<file path="src/rtl/ethernet_rx_packet_tracker_if.sv">
// rtl/ethernet_rx_packet_tracker_if.sv - MAC write-side handshake between RX MAC and packet tracker
interface ethernet_rx_packet_tracker_if #(
  parameter int els_p       = 4,
  parameter int len_width_p = 11
);
  localparam int ptr_w_lp = $clog2(els_p);

  logic                   rx_done_v;
  logic [len_width_p-1:0] rx_done_len;
  logic                   rx_done_err;
  logic [ptr_w_lp-1:0]    rx_tail_slot;
  logic                   slot_free;

  modport master (
    output rx_done_v, rx_done_len, rx_done_err,
    input  rx_tail_slot, slot_free
  );

  modport slave (
    input  rx_done_v, rx_done_len, rx_done_err,
    output rx_tail_slot, slot_free
  );
endinterface

</file>
<file path="src/rtl/ethernet_rx_packet_tracker.sv">
// rtl/ethernet_rx_packet_tracker.sv - RX frame descriptor FIFO with drop counting for the ICU pending line
module ethernet_rx_packet_tracker #(
  parameter int els_p            = 4,
  parameter int len_width_p      = 11,
  parameter int drop_cnt_width_p = 16
) (
  input  logic                          clk_i,
  input  logic                          reset_i,
  ethernet_rx_packet_tracker_if.slave   mac_if,
  input  logic                          pop_v_i,
  input  logic                          drop_cnt_clear_i,
  output logic                          packet_avail_o,
  output logic [len_width_p-1:0]        head_len_o,
  output logic [$clog2(els_p)-1:0]      rx_head_slot_o,
  output logic [$clog2(els_p+1)-1:0]    count_o,
  output logic [drop_cnt_width_p-1:0]   drop_cnt_o,
  output logic                          overflow_o
);
  localparam int ptr_w_lp = $clog2(els_p);
  localparam int cnt_w_lp = $clog2(els_p+1);

  logic [len_width_p-1:0]      mem_q [els_p];
  logic [ptr_w_lp-1:0]         head_q, head_d, tail_q, tail_d;
  logic [cnt_w_lp-1:0]         count_q, count_d;
  logic [drop_cnt_width_p-1:0] drop_cnt_q, drop_cnt_d, drop_base;
  logic                        overflow_q, overflow_d, overflow_base;
  logic                        full, pop_eff, accept, drop;

  always_comb begin
    full          = (count_q == cnt_w_lp'(els_p));
    pop_eff       = pop_v_i & (count_q != '0);
    // A same-cycle pop frees the slot this edge, so a full tracker can still accept
    accept        = mac_if.rx_done_v & ~mac_if.rx_done_err &
                    (mac_if.rx_done_len != '0) & (~full | pop_eff);
    drop          = mac_if.rx_done_v & ~accept;

    head_d        = pop_eff ? head_q + ptr_w_lp'(1) : head_q;
    tail_d        = accept  ? tail_q + ptr_w_lp'(1) : tail_q;
    count_d       = count_q;
    if (accept && !pop_eff) count_d = count_q + cnt_w_lp'(1);
    if (!accept && pop_eff) count_d = count_q - cnt_w_lp'(1);

    drop_base     = drop_cnt_clear_i ? '0   : drop_cnt_q;
    overflow_base = drop_cnt_clear_i ? 1'b0 : overflow_q;
    drop_cnt_d    = drop_base;
    overflow_d    = overflow_base;
    if (drop) begin
      drop_cnt_d = (&drop_base) ? drop_base : drop_base + drop_cnt_width_p'(1);
      overflow_d = 1'b1;
    end
  end

  always_ff @(posedge clk_i or posedge reset_i) begin
    if (reset_i) begin
      head_q     <= '0;
      tail_q     <= '0;
      count_q    <= '0;
      drop_cnt_q <= '0;
      overflow_q <= 1'b0;
    end else begin
      head_q     <= head_d;
      tail_q     <= tail_d;
      count_q    <= count_d;
      drop_cnt_q <= drop_cnt_d;
      overflow_q <= overflow_d;
    end
  end

  always_ff @(posedge clk_i) begin
    if (accept && !reset_i) mem_q[tail_q] <= mac_if.rx_done_len;
  end

  assign packet_avail_o      = (count_q != '0);
  assign head_len_o          = packet_avail_o ? mem_q[head_q] : '0;
  assign rx_head_slot_o      = head_q;
  assign count_o             = count_q;
  assign drop_cnt_o          = drop_cnt_q;
  assign overflow_o          = overflow_q;
  assign mac_if.rx_tail_slot = tail_q;
  assign mac_if.slot_free    = ~full;
endmodule

</file>
<file path="src/flat_wrapper.sv">
// flat-port wrapper written by rule: the top's interface ports become plain ports
module ethernet_rx_packet_tracker_flat 
#(
  parameter int els_p            = 4,
  parameter int len_width_p      = 11,
  parameter int drop_cnt_width_p = 16
)
  (clk_i, reset_i, pop_v_i, drop_cnt_clear_i, packet_avail_o, head_len_o, rx_head_slot_o, count_o, drop_cnt_o, overflow_o, mac_if_rx_done_v, mac_if_rx_done_len, mac_if_rx_done_err, mac_if_rx_tail_slot, mac_if_slot_free);
  ethernet_rx_packet_tracker_if #(.els_p(els_p), .len_width_p(len_width_p)) mac_if_i ();
  input  logic clk_i;
  input  logic reset_i;
  input  logic pop_v_i;
  input  logic drop_cnt_clear_i;
  output logic packet_avail_o;
  output logic [len_width_p-1:0] head_len_o;
  output logic [$clog2(els_p)-1:0] rx_head_slot_o;
  output logic [$clog2(els_p+1)-1:0] count_o;
  output logic [drop_cnt_width_p-1:0] drop_cnt_o;
  output logic overflow_o;
  input wire logic [$bits(mac_if_i.rx_done_v)-1:0] mac_if_rx_done_v;
  input wire logic [$bits(mac_if_i.rx_done_len)-1:0] mac_if_rx_done_len;
  input wire logic [$bits(mac_if_i.rx_done_err)-1:0] mac_if_rx_done_err;
  output wire logic [$bits(mac_if_i.rx_tail_slot)-1:0] mac_if_rx_tail_slot;
  output wire logic [$bits(mac_if_i.slot_free)-1:0] mac_if_slot_free;
  assign mac_if_i.rx_done_v = mac_if_rx_done_v;
  assign mac_if_i.rx_done_len = mac_if_rx_done_len;
  assign mac_if_i.rx_done_err = mac_if_rx_done_err;
  assign mac_if_rx_tail_slot = mac_if_i.rx_tail_slot;
  assign mac_if_slot_free = mac_if_i.slot_free;
  ethernet_rx_packet_tracker #(.els_p(els_p), .len_width_p(len_width_p), .drop_cnt_width_p(drop_cnt_width_p)) u_core (.clk_i(clk_i), .reset_i(reset_i), .mac_if(mac_if_i), .pop_v_i(pop_v_i), .drop_cnt_clear_i(drop_cnt_clear_i), .packet_avail_o(packet_avail_o), .head_len_o(head_len_o), .rx_head_slot_o(rx_head_slot_o), .count_o(count_o), .drop_cnt_o(drop_cnt_o), .overflow_o(overflow_o));
endmodule
</file>
<file path="config.mk">
export PLATFORM = sky130hd
export DESIGN_NAME = ethernet_rx_packet_tracker_flat
export DESIGN_NICKNAME = d
export VERILOG_FILES = /design/src/rtl/ethernet_rx_packet_tracker_if.sv /design/src/rtl/ethernet_rx_packet_tracker.sv /design/src/flat_wrapper.sv
export SDC_FILE = /design/constraint.sdc
export NUM_CORES = 1
export LEC_CHECK = 0
export CORE_MARGIN = 10
export CORE_UTILIZATION = 52
export CTS_CLUSTER_SIZE = 25
export DETAILED_ROUTE_END_ITERATION = 10
export GPL_ROUTABILITY_DRIVEN = 1
export PLACE_DENSITY = 0.8
export SETUP_SLACK_MARGIN = 0.2
export SYNTH_ARGS = -nofsm -noshare
export SYNTH_HDL_FRONTEND = slang
export SYNTH_SLANG_ARGS = --single-unit
</file>
<file path="constraint.sdc">
create_clock -name clk_i -period 3 [get_ports clk_i]
set_input_delay 0.75 -clock clk_i [delete_from_list [all_inputs] [get_ports clk_i]]
set_output_delay 0.75 -clock clk_i [all_outputs]
set_load 0.02 [all_outputs]
</file>
==> results of run 1 <==
[worst max-delay path by stage]
stage	to	slack (ns)	cells after the start
floorplan	u_core.drop_cnt_o[6]$_DFF_PP0_	0.43	8
global placement	u_core.count_o[2]$_DFFE_PP0P_	-0.02	10
detailed placement	u_core.count_o[2]$_DFFE_PP0P_	-0.07	10
CTS	head_len_o[4]	0.09	4
global route	u_core.count_o[2]$_DFFE_PP0P_	0.21	10
finish	head_len_o[10]	0.35	4
[final cells by class]
class | instances | area [µm²]
multi-input combinational | 131 | 1090
tap | 72 | 90.09
sequential | 68 | 1922
inverter | 7 | 26.28
fill | 403 | 1617
timing repair buffer | 73 | 688.2
clock inverter | 7 | 51.30
clock buffer | 9 | 123.9
[per-layer routing]
layer | vias up | global-route usage | routed length, µm
met5 | - | 0 | 0
met3 | 11 | 0.03620 | 299
met4 | 0 | 0.05750 | 93
li1 | 958 | - | -
met1 | 1014 | 0.1675 | 2807
met2 | 59 | 0.2398 | 3347
[cell usage in the layout, fill, tap and decap left out, types with 7 or more instances in the layout]
| cell | instances |
|---|---|
| sky130_fd_sc_hd__inv_1 | 7 |
| sky130_fd_sc_hd__nand2_1 | 8 |
| sky130_fd_sc_hd__clkbuf_8 | 9 |
| sky130_fd_sc_hd__and2_1 | 17 |
| sky130_fd_sc_hd__mux4_2 | 11 |
| sky130_fd_sc_hd__xnor2_1 | 9 |
| sky130_fd_sc_hd__buf_4 | 19 |
| sky130_fd_sc_hd__dfrtp_1 | 24 |
| sky130_fd_sc_hd__nor2_1 | 9 |
| sky130_fd_sc_hd__clkdlybuf4s50_1 | 40 |
| sky130_fd_sc_hd__dlygate4sd2_1 | 10 |
| sky130_fd_sc_hd__nand3_1 | 7 |
| sky130_fd_sc_hd__edfxtp_1 | 44 |
[critical path: stages (launching register included)]
cell,delay [ns]
sky130_fd_sc_hd__dfrtp_1,0.35
sky130_fd_sc_hd__buf_4,0.20
sky130_fd_sc_hd__mux4_2,0.52
sky130_fd_sc_hd__and2_1,0.17
sky130_fd_sc_hd__dlygate4sd2_1,0.32
[state kept, by name, indices dropped and copies added, names as in the netlist]
register and count:
u_core.rx_head_slot_o 2, u_core.count_o 3, u_core.drop_cnt_o 16, u_core.mem_q 44
u_core.mac_if.rx_tail_slot 2, u_core.overflow_o 1
[timing repair]
action / CTS / global route
gates resized for setup: 11 / 5
setup endpoints to repair: 11 / 2
pin swaps: 0 / 2
[power by group]
part	total, mW	switching (mW)	internal, mW	leakage, nW
logic	1.12	0.556	0.563	0.710
clock network	0.657	0.355	0.302	0.0856
registers	1.18	0.0857	1.09	0.713
total	2.95	0.997	1.96	1.51
[cell families after synthesis]
family          synth area share
simple gates              0.1417
compound gates           0.04505
xor+xnor                 0.03440
fa+ha+maj                0.03112
buf+inv                  0.02006
mux                      0.09869
flops                     0.6290
[stage by stage]
step           worst slack, ns  hold slack (ns)
5_1_grt                 0.2126           0.5620
4_1_cts                0.09069           0.5539
3_5_place_dp          -0.06715           0.5372
6_report                0.3515           0.5492
3_3_place_gp          -0.01581           0.5077
2_1_floorplan           0.4286           0.5989
==> results.md, run 1 <==
- Placement Cell Area: roughly 3800 µm²
- Number of antenna violations at the first check in global routing: 0
- Count of buffers added by post-CTS timing repair for setup: 0
- Maximum clock insertion buffer count: 2
- Power Density: around 740 nW/µm²
- Synthesized flop and latch total: slightly below 70
- Unrepaired setup endpoints after global routing: false
- TritonCTS Buffers: 9
- Prevailing post-synth register cell: sky130_fd_sc_hd__edfxtp_1
- # rows: 27
- Proportion of register bits with asynchronous set or reset after synthesis: 0.3529
- Clk_lat worst skew: 0.33 ns
- Total clock sinks: 68
- Final min period: ~2.6 ns
- Count of mapped cells out of synthesis: 213
- Reg-to-reg slack, setup: between 0.7 and 0.8 ns
- Placeable Area: 5608 µm²
- TritonRoute pass-1 iters: 4
- Input/output buffers: 53
- Final core area utilization: 0.7117
- Number of hold buffers added after CTS: 0
- I/O pin total: 54
- Slew Viols, Final: 0
- Leak pwr: about 1.5 nW
- Area growth from synthesis to final layout: 30.63%
- Detailed-route vias per instance: roughly 5.6
- Maximum number of pins on one net before global-route repair: 23
- Detailed placement HPWL: between 4000 and 5000 µm
- Final hold violation count: 0
- Cell area after layout: between 3000 and 4000 µm²
- Peak VDD IR: approximately 0.46 mV
- GRT Util Overall: 0.1419
- Height of the die: slightly below 100 µm
- Total inserted antenna cells: 0
- Critical register-to-register path endpoint: u_core.count_o[2]$_DFFE_PP0P_
- Ranking of synthesized cells by area: sky130_fd_sc_hd__edfxtp_1 (43%), sky130_fd_sc_hd__dfrtp_1 (20%), sky130_fd_sc_hd__mux4_2 (8.1%)
- Hold Path Depth: 1
- Crit Path Class: flop to output pin
- Residual DRC count: 0
- Run status: finished clean
- Warning count from the yosys run: 0
- Worst hold start: u_core.count_o[2]$_DFFE_PP0P_
- Number of maximum-capacitance violations: 0
- Max_slew headroom: 0.7563
- Startpoint types: flop
- Post-synthesis sequential area ratio: 0.6290
- Vias in the first global route: around 2200
- Endpoint of the worst hold-timing path: u_core.count_o[2]$_DFFE_PP0P_
- RePlAce Congestion: approximately 0.8
- Detailed Route WL: 6548 µm
- Die Area: just over 9000 µm²
- Class of the worst hold path: flop to flop
- Number of distinct standard cells referenced by the synthesized netlist: 40
- Final Setup Violations: 0
- Area share of the largest cell type after synthesis: 0.4324
- DP Cell Count: 351
- Post-synthesis net count: 237
- Cell type contributing the most total cell area after synthesis: sky130_fd_sc_hd__edfxtp_1
- Number of levels in the clock H-tree: 3
- Element type at the critical path end: output pin
- Most frequent cell after synthesis: sky130_fd_sc_hd__edfxtp_1
- Launch point of the critical path: u_core.rx_head_slot_o[0]$_DFFE_PP0P_
- Max frequency: ~380 MHz
- Post-route clock skew: 0.006935 ns
- Worst R2R Start: u_core.count_o[0]$_DFFE_PP0P_
- Ratio of final minimum period to clock period: 0.8828
- Final non-filler cell total: 367
- CTS clk-pin slew, worst paths: 0.07 ns
- Worst Tran Pin Value: around 0.37 ns
- Grt total ovfl: 0
- Netlist area before placement: ~3100 µm²
- Wire length of the first global-routing pass: around 11000 µm
- FF-to-FF path depth: 9
- Post-synthesis area per instance: around 14 µm²
- Initial DRC Count: about 80
- Vias after detailed routing: 2042
- Summed negative setup slack over all endpoints: 0 ns
- Routed wire length per instance: around 18 µm
- Signal arrival time at the worst endpoint: about 1.9 ns
- TritonCTS clock tree: built
- Clock Tree Root: sky130_fd_sc_hd__clkbuf_8
- Crit-path max FO: 8
- Layout cell share with drive strength beyond 1: 0.1831
- Critical path required time: 2.25 ns
- Post-synth EDFFs: between 40 and 50
- Starting density of the core: 0.5448
- Die outline width: roughly 97 µm
- Total power draw: a little under 3 mW
- Remaining antenna violation count after routing: 0
- Cell types with the highest counts after synthesis: sky130_fd_sc_hd__edfxtp_1 (44), sky130_fd_sc_hd__dfrtp_1 (24), sky130_fd_sc_hd__and2_1 (17), sky130_fd_sc_hd__mux4_2 (11)
- Nets: ~310
No activity file was read; power rests on OpenSTA's default activity.
==> run 2, diff against run 1 <==
--- a/config.mk
+++ b/config.mk
@@ -5,8 +5,10 @@
 export SDC_FILE = /design/constraint.sdc
 export NUM_CORES = 1
 export LEC_CHECK = 0
+export CELL_PAD_IN_SITES_DETAIL_PLACEMENT = 2
+export CELL_PAD_IN_SITES_GLOBAL_PLACEMENT = 2
 export CORE_MARGIN = 10
-export CORE_UTILIZATION = 52
+export CORE_UTILIZATION = 36
 export CTS_CLUSTER_SIZE = 25
 export DETAILED_ROUTE_END_ITERATION = 10
 export GPL_ROUTABILITY_DRIVEN = 1
==> run 2 against run 1 <==
Net effect: final area grew 5.5%; clock skew grew 0.0014 ns; via count grew 7.8%; critical path type is now input pin to flop; routed wire length grew 56%; hold slack better by 0.00078 ns.
==> results.md, run 2 (synthesis results as in run 1) <==
- Run status: finished clean
- TritonRoute pass-1 iters: 4
- Detailed-route vias per instance: about 5.4
- Post-route clock skew: 0.008308 ns
- Max_slew headroom: 0.7262
- Clk_lat worst skew: about 0.34 ns
- Final core area utilization: 0.5098
- I/O pin total: 54
- Total power draw: 3.260 mW
- CTS clk-pin slew, worst paths: approximately 0.08 ns
- RePlAce Congestion: 0.7830
- Wire length of the first global-routing pass: 15210 µm
- Part of the total power dissipated in the clock network: 0.261
- Reg-to-reg slack, setup: about 0.54 ns
- Worst R2R Start: u_core.count_o[1]$_DFFE_PP0P_
- Slew Viols, Final: 0
- # rows: 33
- Clock Tree Root: sky130_fd_sc_hd__clkbuf_8
- TritonCTS clock tree: built
- Number of antenna violations at the first check in global routing: 0
- Final Setup Violations: 0
- Power Density: about 770 nW/µm²
- Critical path required time: about 3.3 ns
- Element type at the critical path end: flop
- Part of the power in registers: 0.359
- Peak VDD IR: about 0.44 mV
- Most common library cell in the layout ignoring fill and taps: sky130_fd_sc_hd__edfxtp_1
- Max FFs per register: 44
- Fraction of power consumed by combinational cells: 0.380
- Leak pwr: between 1.5 and 2 nW
- Crit Path Class: input pin to flop
- Input/output buffers: 53
- Routed wire length per instance: ~25 µm
- Startpoint types: input pin
- Layout cell share with drive strength beyond 1: 0.2320
- FF-to-FF path depth: 9
- Endpoint of the worst hold-timing path: u_core.overflow_o$_DFFE_PP0P_
- Vias in the first global route: roughly 2600
- Number of maximum-capacitance violations: 0
- Residual DRC count: 0
- Maximum number of pins on one net before global-route repair: 25
- Die outline width: about 110 µm
- Placeable Area: 8258 µm²
- Area growth from synthesis to final layout: 37.80%
- Signal arrival time at the worst endpoint: 2.99 ns
- Hold Path Depth: 2
- Max frequency: roughly 370 MHz
- Critical register-to-register path endpoint: u_core.count_o[2]$_DFFE_PP0P_
- Summed negative setup slack over all endpoints: 0 ns
- Maximum clock insertion buffer count: 2
- Number of hold buffers added after CTS: 0
- Remaining antenna violation count after routing: 0
- Number of levels in the clock H-tree: 3
- Crit-path max FO: 3
- Starting density of the core: 0.3700
- Total inserted antenna cells: 0
- Sw frac: 0.3368
- Total clock sinks: 68
- Final min period: around 2.7 ns
- Height of the die: between 100 and 150 µm
- TritonCTS Buffers: 9
- Detailed placement HPWL: about 7200 µm
- Highest-count cells in the layout ignoring fill and taps: sky130_fd_sc_hd__edfxtp_1 (44), sky130_fd_sc_hd__clkdlybuf4s50_1 (38), sky130_fd_sc_hd__buf_4 (27)
- Register name with the most flops: u_core.mem_q
- Initial DRC Count: approximately 130
- Final hold violation count: 0
- Internal power component: ~2.2 mW
- Vias after detailed routing: ~2200
- Die Area: around 13000 µm²
- Ratio of final minimum period to clock period: 0.9120
- Worst Tran Pin Value: roughly 0.41 ns
- Detailed Route WL: about 10000 µm
- Count of filler cells inserted in the layout: roughly 800
- Grt total ovfl: 0
- Sw Pwr: about 1.1 mW
- GRT Util Overall: 0.1585
- Worst hold start: u_core.overflow_o$_DFFE_PP0P_
- Class of the worst hold path: flop to flop
- Nets: about 330
- Unrepaired setup endpoints after global routing: false
run 2: cell types whose count changed in the layout (fill, tap and decap cells not counted), sizes merged:
| cell | before | now |
|---|---|---|
| clkinvlp | 2 | 0 |
| clkinv | 4 | 3 |
| clkbuf | 9 | 11 |
| buf | 20 | 31 |
| dlymetal6s2s | 3 | 2 |
| bufinv | 0 | 2 |
| clkdlybuf4s50 | 40 | 38 |
| dlygate4sd2 | 10 | 13 |
| inv | 8 | 7 |
run 2: timing repair:
item | CTS | global route
buffers inserted | 0 | 1
hold endpoints to repair | 0 | 0
resized for setup | 16 | 9
endpoints found under the setup margin | 13 | 28
pin swaps | 0 | 1
run 2: metrics by stage:
| stage | cells | area (µm²) | setup WS, ns | hold slack (ns) |
|---|---|---|---|---|
| 2_1_floorplan | 213 | 3055 | 0.4286 | 0.5989 |
| 3_3_place_gp | 394 | 3958 | 0.05469 | 0.5011 |
| 3_5_place_dp | 394 | 3958 | -0.1375 | 0.5316 |
| 4_1_cts | 410 | 4175 | 0.2265 | 0.5490 |
| 5_1_grt | 411 | 4210 | 0.2051 | 0.5825 |
| 6_report | 411 | 4210 | 0.2639 | 0.5499 |
run 2: per-layer routing:
layer	vias to the layer above	share of wire	GRT usage	wire length [µm]
met4	0	0.019	0.07107	196
met2	57	0.55	0.2939	5668
met5	-	0	0	0
met1	1165	0.39	0.1685	3984
met3	12	0.038	0.03195	392
li1	967	-	-	-
run 2: worst max-delay path by stage:
stage                           from  slack [ns]                             end
6_report       mac_if_rx_done_len[6]        0.26   u_core.count_o[2]$_DFFE_PP0P_
5_1_grt        mac_if_rx_done_len[6]        0.21   u_core.count_o[2]$_DFFE_PP0P_
4_1_cts        mac_if_rx_done_len[7]        0.23   u_core.count_o[2]$_DFFE_PP0P_
3_5_place_dp   mac_if_rx_done_len[1]       -0.14   u_core.count_o[2]$_DFFE_PP0P_
3_3_place_gp   mac_if_rx_done_len[1]        0.05  u_core.drop_cnt_o[6]$_DFF_PP0_
2_1_floorplan       drop_cnt_clear_i        0.43  u_core.drop_cnt_o[6]$_DFF_PP0_
run 2: area by class of cell:
class / instances / area [µm²] / area share
clock buffer: 11 / 141.4 / 0.03358
clock inverter: 5 / 75.07 / 0.01783
inverter: 7 / 26.28 / 0.006241
multi-input combinational: 131 / 1112 / 0.2642
sequential: 68 / 1922 / 0.4565
tap: 105 / 131.4 / 0.03120
timing repair buffer: 84 / 802.0 / 0.1905
run 2: power groups by stage:
stage / combinational (mW) / clock (mW) / sequential (mW)
CTS: 1.26 / 0.857 / 1.17
global placement: 1.23 / 0 / 1.17
finish: 1.24 / 0.850 / 1.17
detailed placement: 1.31 / 0 / 1.19
global route: 1.33 / 0.889 / 1.18
floorplan: 0.609 / 0 / 1.24
run 2: worst max-delay path, stage by stage:
cell and delay (ns):
sky130_fd_sc_hd__clkdlybuf4s50_1 0.47, sky130_fd_sc_hd__nor3_2 0.29, sky130_fd_sc_hd__nand3_1 0.19, sky130_fd_sc_hd__nand3_2 0.14, sky130_fd_sc_hd__ha_1 0.19, sky130_fd_sc_hd__inv_1 0.07, sky130_fd_sc_hd__fa_1 0.40, sky130_fd_sc_hd__xor2_1 0.16
sky130_fd_sc_hd__nor2_1 0.15, sky130_fd_sc_hd__xor2_1 0.17
==> run 3, diff against run 2 <==
--- a/config.mk
+++ b/config.mk
@@ -7,12 +7,12 @@
 export LEC_CHECK = 0
 export CELL_PAD_IN_SITES_DETAIL_PLACEMENT = 2
 export CELL_PAD_IN_SITES_GLOBAL_PLACEMENT = 2
+export CORE_ASPECT_RATIO = 2
 export CORE_MARGIN = 10
-export CORE_UTILIZATION = 36
-export CTS_CLUSTER_SIZE = 25
+export CORE_UTILIZATION = 30
 export DETAILED_ROUTE_END_ITERATION = 10
 export GPL_ROUTABILITY_DRIVEN = 1
-export PLACE_DENSITY = 0.8
+export PLACE_DENSITY = 0.68
 export SETUP_SLACK_MARGIN = 0.2
 export SYNTH_ARGS = -nofsm -noshare
 export SYNTH_HDL_FRONTEND = slang
==> run 3 against run 2 <==
Net effect: final area up 4.6%; hold slack worse by 0.043 ns; setup slack worse by 0.073 ns; register-to-register slack better by 0.04 ns; non-clock buffer count up 9; critical endpoint unchanged; largest cell class unchanged.
==> results.md, run 3 (synthesis results as in run 1) <==
- Run status: finished clean
- Clock Tree Root: sky130_fd_sc_hd__clkbuf_16
- Most common library cell in the layout ignoring fill and taps: sky130_fd_sc_hd__edfxtp_1
- Worst R2R Start: u_core.count_o[2]$_DFFE_PP0P_
- Last element of the critical path: u_core.count_o[2]$_DFFE_PP0P_
- Max FFs per register: 44
- Maximum number of pins on one net before global-route repair: 25
- Final non-filler cell total: 450
- Unrepaired setup endpoints after global routing: true
- Reg-to-reg slack, setup: between 0.5 and 0.6 ns
- Clk_lat worst skew: approximately 0.33 ns
- Post-route clock skew: 0.003672 ns
- Placeable Area: roughly 10000 µm²
- Final hold violation count: 0
- Detailed placement HPWL: 6791 µm
- Depth of the critical timing path with buffers and inverters included: 10
- Number of levels in the clock H-tree: 3
- Vias after detailed routing: 2183
- TritonRoute pass-1 iters: 4
- Final min period: approximately 2.8 ns
- Layout cell share with drive strength beyond 1: 0.2476
- Height of the die: between 150 and 200 µm
- Critical register-to-register path endpoint: u_core.count_o[2]$_DFFE_PP0P_
- Count of filler cells inserted in the layout: 1066
- Crit-path max FO: 3
- Total power draw: roughly 3.4 mW
- Vias in the first global route: roughly 2600
- FF-to-FF path depth: 9
- DP Cell Count: around 430
- CP Cell Sequence: clkdlybuf4s50_1 -> nor4_2 -> nand3_2 -> nand3_2 -> ha_2 -> inv_1 -> fa_1 -> xor2_1 -> nor2_1 -> xor2_1
- Final Setup Violations: 0
- Critical path required time: about 3.2 ns
- GRT Util Overall: 0.1270
- Peak VDD IR: between 0.3 and 0.4 mV
- Ratio of final minimum period to clock period: 0.9364
- Worst Tran Pin Value: between 0.3 and 0.4 ns
- Wire length of the first global-routing pass: 14570 µm
- Highest-count cells in the layout ignoring fill and taps: sky130_fd_sc_hd__edfxtp_1 (44), sky130_fd_sc_hd__buf_4 (37), sky130_fd_sc_hd__clkdlybuf4s50_1 (36)
- Crit Path Class: input pin to flop
- Final core area utilization: 0.4394
- Signal arrival time at the worst endpoint: slightly above 3 ns
- Worst slack on hold paths: 0.5070 ns
- Element type at the critical path end: flop
- I/O pin total: 54
- Class of the worst hold path: flop to flop
- Slew Viols, Final: 0
- Max_slew headroom: 0.7608
- Die Area: ~15000 µm²
- Input/output buffers: 53
- CTS clk-pin slew, worst paths: 0.05 ns
- Detailed-route vias per instance: a little under 5
- Grt total ovfl: 0
- TritonCTS Buffers: 9
- Leak pwr: roughly 1.7 nW
- # rows: 52
- Number of antenna violations at the first check in global routing: 0
- Number of maximum-capacitance violations: 0
- Nets: roughly 330
- Total inserted antenna cells: 0
- Launch point of the critical path: mac_if_rx_done_len[1]
- Die outline width: about 91 µm
- Detailed Route WL: 8958 µm
- Routed wire length per instance: 19.91 µm
- Initial DRC Count: 58
- Remaining antenna violation count after routing: 0
- Power Density: 778.2 nW/µm²
- Startpoint types: input pin
- Max frequency: 356.0 MHz
- Register name with the most flops: u_core.mem_q
- Maximum clock insertion buffer count: 2
- Starting density of the core: 0.3049
- TritonCTS clock tree: built
- Residual DRC count: 0
- Number of buffer and inverter stages on the critical path: 2
- RePlAce Congestion: about 0.78
- Slowest Stage Delay on Critical Path: between 0.4 and 0.5 ns
- Top cell family by delay on the critical path: simple AND/OR/NAND/NOR gates
- CP max-delay cell: sky130_fd_sc_hd__clkdlybuf4s50_1
- Area growth from synthesis to final layout: 44.10%
- Total clock sinks: 68
run 3: changes by cell type in the layout (fill, tap and decap cells not counted), moves of 2 or more:
cell	change
sky130_fd_sc_hd__and2_1	+2
sky130_fd_sc_hd__and2_2	-2
sky130_fd_sc_hd__buf_4	+10
sky130_fd_sc_hd__clkbuf_16	+9
sky130_fd_sc_hd__clkbuf_8	-9
sky130_fd_sc_hd__clkdlybuf4s50_1	-2
sky130_fd_sc_hd__clkinv_2	-2
sky130_fd_sc_hd__clkinv_4	+2
sky130_fd_sc_hd__dlymetal6s2s_1	+3
sky130_fd_sc_hd__nor2b_1	+2
sky130_fd_sc_hd__nor2b_2	-2
run 3: final cells by class:
| class | count | area [µm²] | area share |
|---|---|---|---|
| Clock buffer | 10 | 239.0 | 0.05428 |
| Clock inverter | 6 | 63.81 | 0.01449 |
| Inverter | 7 | 26.28 | 0.005968 |
| Multi-Input combinational cell | 131 | 1116 | 0.2535 |
| Sequential cell | 68 | 1923 | 0.4368 |
| Tap cell | 135 | 168.9 | 0.03836 |
| Timing Repair Buffer | 93 | 865.8 | 0.1966 |
run 3: what timing repair did:
item                                    CTS  global route
endpoints found under the setup margin   13             3
pin swaps                                 2             4
gates cloned                              0             0
resized for setup                        16            10
setup buffers                             0             1
hold buffers                              0             0
run 3: power breakdown:
part	switching, mW	internal, mW
registers	0.0815	1.10
logic	0.614	0.577
clock network	0.394	0.664
run 3: layer usage:
layer,global-route usage,share of wire,up-vias
li1,-,-,988
met1,0.1230,0.36,1124
met2,0.2435,0.58,55
met3,0.03370,0.041,16
met4,0.05372,0.025,0
met5,0,0,-
run 3: metrics by stage:
stage / setup slack [ns] / cell area [µm²] / setup TNS [ns]
after floorplan: 0.4286 / 3055 / 0
after global placement: -0.06317 / 4050 / -0.07861
after detailed placement: -0.1251 / 4050 / -0.5304
after CTS: 0.2187 / 4355 / 0
after global routing: 0.1036 / 4403 / 0
final: 0.1907 / 4403 / 0
run 3: worst min path at each step:
stage                                          from                                    to  slack (ns)  depth (start not counted)
6_report       u_core.rx_head_slot_o[1]$_DFFE_PP0P_  u_core.rx_head_slot_o[1]$_DFFE_PP0P_        0.51                          1
2_1_floorplan         u_core.count_o[2]$_DFFE_PP0P_         u_core.count_o[2]$_DFFE_PP0P_        0.60                          1
3_3_place_gp   u_core.rx_head_slot_o[1]$_DFFE_PP0P_  u_core.rx_head_slot_o[1]$_DFFE_PP0P_        0.46                          1
3_5_place_dp   u_core.rx_head_slot_o[1]$_DFFE_PP0P_  u_core.rx_head_slot_o[1]$_DFFE_PP0P_        0.48                          1
5_1_grt        u_core.rx_head_slot_o[1]$_DFFE_PP0P_  u_core.rx_head_slot_o[1]$_DFFE_PP0P_        0.52                          1
4_1_cts        u_core.rx_head_slot_o[1]$_DFFE_PP0P_  u_core.rx_head_slot_o[1]$_DFFE_PP0P_        0.52                          1
